[src/rtl/branch_redirect_unit.sv]
// Branch redirect unit: turns the ID-stage BEQ/BNE compare into next-PC select,
// PC / IF-ID enables, IF-ID flush and ID-EX bubble, and keeps branch statistics.
// Latency: control outputs are combinational (same-cycle resolve); counters,
// stall state and stallTimeout update at the edge ending the cycle.
// Backpressure: while a compare operand is in flight, PC and IF/ID are frozen
// and ID/EX receives a bubble until the operands are ready or the branch leaves ID.
//
// Ports:
//   clk, rst           clock; synchronous active-high reset
//   eq                 a BEQ/BNE instruction occupies ID this cycle
//   eqResult           branch condition true (valid when eq=1 and opndHazard=0)
//   opndHazard         branch source operand still being produced in EX/MEM
//   pcPlus4ID          PC+4 of the branch in ID
//   immSextID          sign-extended branch offset (in words)
//   pcPlus4IF          sequential next PC from fetch
//   nextPC             value to load into the PC
//   pcWrite            PC register enable
//   ifidWrite          IF/ID register enable
//   ifidFlush          clear IF/ID to NOP at the next edge
//   idexBubble         insert NOP into ID/EX at the next edge
//   brCount            resolved branches (wraps)
//   takenCount         resolved taken branches (wraps)
//   stallTimeout       sticky; set once a stall lasts STALL_MAX cycles
//
// Build option: define BRANCH_DELAY_SLOT_EN for MIPS delay-slot behaviour
// (the instruction after a taken branch is not flushed).

module branch_redirect_unit #(
  parameter int unsigned STALL_MAX = 4
) (
  input  logic        clk,
  input  logic        rst,
  input  logic        eq,
  input  logic        eqResult,
  input  logic        opndHazard,
  input  logic [31:0] pcPlus4ID,
  input  logic [31:0] immSextID,
  input  logic [31:0] pcPlus4IF,
  output logic [31:0] nextPC,
  output logic        pcWrite,
  output logic        ifidWrite,
  output logic        ifidFlush,
  output logic        idexBubble,
  output logic [15:0] brCount,
  output logic [15:0] takenCount,
  output logic        stallTimeout
);

  typedef enum logic [0:0] {
    IDLE  = 1'b0,
    STALL = 1'b1
  } state_t;

  localparam logic [3:0] STALL_MAX_C = 4'(STALL_MAX);

  state_t      state_q, state_d;
  logic [3:0]  stall_cnt_q, stall_cnt_d;
  logic [15:0] br_count_q, taken_count_q;
  logic        timeout_q;

  logic        br_inc, taken_inc, timeout_set;
  logic [31:0] target;
  logic [3:0]  stall_next;

  // Offset is in words; bits shifted out of the top and the final carry are
  // intentionally dropped so the target wraps modulo 2^32.
  assign target = pcPlus4ID + (immSextID << 2);

  // First hazard cycle starts the count at 1; later ones saturate at 15 so a
  // very long stall can never wrap back below the timeout threshold.
  always_comb begin
    stall_next = 4'd1;
    if (state_q == STALL) begin
      stall_next = (stall_cnt_q == 4'd15) ? 4'd15 : stall_cnt_q + 4'd1;
    end
  end

  always_ff @(posedge clk) begin
    if (rst) begin
      state_q       <= IDLE;
      stall_cnt_q   <= 4'd0;
      br_count_q    <= 16'd0;
      taken_count_q <= 16'd0;
      timeout_q     <= 1'b0;
    end else begin
      state_q     <= state_d;
      stall_cnt_q <= stall_cnt_d;
      if (br_inc) begin
        br_count_q <= br_count_q + 16'd1;
      end
      if (taken_inc) begin
        taken_count_q <= taken_count_q + 16'd1;
      end
      if (timeout_set) begin
        timeout_q <= 1'b1;
      end
    end
  end

  always_comb begin
    state_d     = state_q;
    stall_cnt_d = stall_cnt_q;
    nextPC      = pcPlus4IF;
    pcWrite     = 1'b1;
    ifidWrite   = 1'b1;
    ifidFlush   = 1'b0;
    idexBubble  = 1'b0;
    br_inc      = 1'b0;
    taken_inc   = 1'b0;
    timeout_set = 1'b0;

    if (rst) begin
      // Reset wins over every input; a pending branch is simply abandoned.
      nextPC      = 32'd0;
      pcWrite     = 1'b0;
      ifidWrite   = 1'b0;
      state_d     = IDLE;
      stall_cnt_d = 4'd0;
    end else if (eq && !opndHazard) begin
      // Compare is valid: resolve now, whether or not we were stalling.
      br_inc      = 1'b1;
      state_d     = IDLE;
      stall_cnt_d = 4'd0;
      if (eqResult) begin
        nextPC    = target;
        taken_inc = 1'b1;
`ifdef BRANCH_DELAY_SLOT_EN
        ifidFlush = 1'b0;
`else
        ifidFlush = 1'b1;
`endif
      end
    end else if (eq) begin
      // Operands in flight: freeze fetch, bubble EX, eqResult is ignored.
      pcWrite     = 1'b0;
      ifidWrite   = 1'b0;
      idexBubble  = 1'b1;
      state_d     = STALL;
      stall_cnt_d = stall_next;
      if (stall_next >= STALL_MAX_C) begin
        timeout_set = 1'b1;
      end
    end else begin
      // No branch in ID; a stalled branch that vanished is dropped silently.
      state_d     = IDLE;
      stall_cnt_d = 4'd0;
    end
  end

  assign brCount      = br_count_q;
  assign takenCount   = taken_count_q;
  assign stallTimeout = timeout_q;

endmodule
[config.mk]
export PLATFORM = sky130hd
export DESIGN_NAME = branch_redirect_unit
export DESIGN_NICKNAME = d
export VERILOG_FILES = /design/src/rtl/branch_redirect_unit.sv
export SDC_FILE = /design/constraint.sdc
export NUM_CORES = 1
export LEC_CHECK = 0
export ABC_CLOCK_PERIOD_IN_PS = 5750
export BUFFER_PORTS_ARGS = -buffer_cell sky130_fd_sc_hd__buf_2
export CAP_MARGIN = 20
export CORE_MARGIN = 2
export CORE_UTILIZATION = 52
export CTS_BUF_LIST = sky130_fd_sc_hd__clkbuf_16
export CTS_CLUSTER_DIAMETER = 50
export DETAILED_ROUTE_END_ITERATION = 10
export PLACE_DENSITY_LB_ADDON = 0.3
export SLEW_MARGIN = 5
export SYNTH_ARGS = -nofsm -noshare
export SYNTH_HDL_FRONTEND = slang
export SYNTH_SLANG_ARGS = --single-unit
[constraint.sdc]
create_clock -name clk -period 5.75 [get_ports clk]
set_clock_uncertainty 0.15 [all_clocks]
set_input_delay 0.575 -clock clk [delete_from_list [all_inputs] [get_ports clk]]
set_output_delay 0.575 -clock clk [all_outputs]
set_load 0.01 [all_outputs]
==> impl_metrics.py <==
metrics = {
    "layout": {
        "drive_gt1_share_pct": 28.1,
        "areaGrowthSynthToFinish_pct": 27.0,
        "diodes": 0,
        "utilization_pct": 68.2,
        "layout.nets": 791,
        "fillers": 595,
    },
    "logic_synthesis": {
        "synth_area_leaders": "dfxtp_1 (21%), ha_1 (11%), nand2_1 (8.0%)",
        "synth_area_sq_um": 3630,
        "synth_edf_count": 0,
        "synthTopCellsByCount": "nand2_1 (77), nor2_1 (57), a21oi_1 (54), dfxtp_1 (38)",
        "syn_avg_cell_area_sq_um": 7.20,
        "synth_flop_cell": "dfxtp_1",
        "yosysMostFrequentCell": "nand2_1",
        "yosysWarnings": 0,
        "syn_inst": 504,
        "synth_seq_area_share_pct": 21.0,
        "synth-async-reset-ratio_pct": 0,
        "syn-num-nets": 638,
        "yosysTopAreaCell": "dfxtp_1",
        "synthDominantCellAreaShare_pct": 21.0,
        "synth-seq-cells": 38,
        "ys_types": 57,
    },
    "sta": {
        "fin_setup_tns_ns": 0,
        "layout_min_cycle_time_ns": 3.63,
        "setup_violations": 0,
        "rsz0062_at_grt": "false",
        "finalHoldViolations": 0,
        "slew_headroom_pct": 38.0,
        "maxSlewViolCount": 0,
        "whs_ns": 0.318,
        "worstMarginPinSlew_ns": 0.926,
        "period_share_pct": 63.1,
        "maxClockFrequency_ghz": 0.276,
    },
    "die": {
        "die-area_sq_um": 7660,
        "die_y_um": 87.5,
        "pin_count": 170,
        "core_area_sq_um": 6760,
        "fp-row-count": 30,
        "initial_core_util_pct": 53.7,
        "die_w_um": 87.5,
    },
    "global_route": {
        "grtUsageTotal_pct": 25.9,
        "grt_pass1_vias": 3819,
        "grt_overflow": 0,
        "global_route.usage.met1_pct": 32.8,
        "gr-max-usage-layer": "met2",
        "antenna_found_initial": 0,
        "met3_usage_pct": 3.79,
        "grt_max_degree": 60,
        "met2_usage_pct": 45.5,
        "grt_pass1_wl_mm": 16.5,
    },
    "clock_network": {
        "cts_buffers": 5,
        "ctsHoldBuffers": 0,
        "cts_tree": "yes",
        "cts-root-buf": "clkbuf_16",
        "path_clk_slew_ns": 0.05,
        "cts_sinks": 38,
        "cts_max_path_buffers": 2,
        "clock_latency_ns": 0.28,
        "ctsResizeCount": 0,
        "cts_htree_levels": 2,
        "post-cts-setup-buffers": 0,
    },
    "hold_path": {
        "worstHoldPathCells": 1,
        "hold_class": "flop to flop",
    },
    "setup_path": {
        "startpoint_type": "input port",
        "r2r_cells": 6,
        "cp_data_arrival_time_ns": 2.90,
        "critPathCaptureType": "output pin",
        "path_class": "input port to output pin",
        "cp.required_ns": 5.03,
        "crit_path_max_fanout": 3,
    },
    "drt": {
        "firstDrtPassIters": 6,
        "finalWirelength_mm": 10.5,
        "postRouteAntennaNets": 0,
        "avgRoutedWirePerCell_um": 14.2,
        "via_per_inst": 5.76,
        "drc": 0,
        "vias": 4249,
        "drt_first_iter_violations": 247,
    },
    "flow_run": {
        "cap_violations": 0,
    },
    "placement": {
        "portBuffers": 167,
        "dp_hpwl_mm": 7.98,
        "gp_congestion": 0.954,
    },
    "power": {
        "p_per_area_nw_per_um2": 174,
        "leakagePower_nw": 2.26,
        "peakVddDrop_uv": 117,
        "power_mw": 0.802,
    },
    "outcome": {
        "outcome": "finished clean",
    },
}
==> worst max-delay path, stage by stage <==
cell and delay, ns:
buf_2 0.08, ha_1 0.16, inv_1 0.05, fa_1 0.38
nand2b_1 0.20, a211oi_1 0.28, nor2_1 0.14, o21ai_0 0.33
a311oi_1 0.18, xor2_1 0.18, o21ai_0 0.18, buf_2 0.16
==> final timing paths <==
kind                     start              to  slack [ns]
hold / removal         state_q  stall_cnt_q[0]        0.32
hold reg to reg        state_q  stall_cnt_q[0]        0.32
setup / recovery  pcPlus4ID[2]      nextPC[16]        2.12
setup reg to reg    brCount[2]     brCount[15]        3.78
==> where the power goes <==
part | internal (mW) | leakage (nW) | switching, mW
Clock | 0.156 | 0.0724 | 0.0996
Combinational | 0.119 | 1.88 | 0.160
Sequential | 0.266 | 0.307 | 0.00244
==> final cells by class <==
class	instances	area, sq um	area share, %
Clock inverter	3	12.5	0.272
Timing Repair Buffer	168	843	18.3
Clock buffer	5	125	2.72
Inverter	9	38.8	0.842
Tap cell	80	100	2.17
Sequential cell	38	761	16.5
Multi-Input combinational cell	435	2730	59.2
==> logic make-up (layout without fill, tap and decap cells) <==
family	after synthesis	in the layout	share of synthesized area, %
and+or+nand+nor	219	219	29.3
buffers and inverters	31	185	3.90
AOI/OAI and AO/OA	133	133	22.0
muxes	4	4	1.10
DFF	38	38	21.0
adders and majority gates	33	33	11.6
xor gates and xnor gates	46	46	11.1
==> placed cells by master (no fill, tap or decap), types with 5 or more instances in the layout <==
| cell type | synthesis | layout |
|---|---|---|
| xnor2_1 | 15 | 15 |
| a21oi_1 | 54 | 54 |
| buf_2 | 1 | 167 |
| and3_1 | 11 | 11 |
| a21o_1 | 5 | 5 |
| nor3_1 | 6 | 6 |
| a31oi_1 | 6 | 6 |
| inv_1 | 8 | 9 |
| o21ai_0 | 32 | 32 |
| ha_1 | 32 | 32 |
| nand4_1 | 10 | 10 |
| nand2_1 | 77 | 77 |
| nand3_1 | 20 | 20 |
| xor2_1 | 31 | 31 |
| nor2_1 | 57 | 57 |
| a211oi_1 | 9 | 9 |
| clkbuf_16 | 0 | 5 |
| dfxtp_1 | 38 | 38 |
| nand2b_1 | 5 | 5 |
==> metrics by stage <==
stage	cell area, sq um	instances	worst slack, ns
floorplan	3630	504	2.56
global placement	4470	730	2.20
detailed placement	4470	730	2.17
CTS	4610	738	2.15
global route	4610	738	1.96
finish	4610	738	2.12
==> routing by layer <==
metal	up-vias	wire, um	share of wire [%]
li1	2110	-	-
met2	182	5340	51
met4	0	142	1.4
met5	-	0	0
met1	1942	4380	42
met3	15	614	5.9
==> sequential cells by signal, summed over array words and instances (netlist names) <==
| name | flops |
|---|---|
| brCount | 16 |
| state_q | 1 |
| takenCount | 16 |
| stallTimeout | 1 |
| stall_cnt_q | 4 |
Power figures use the tool's default switching activity.
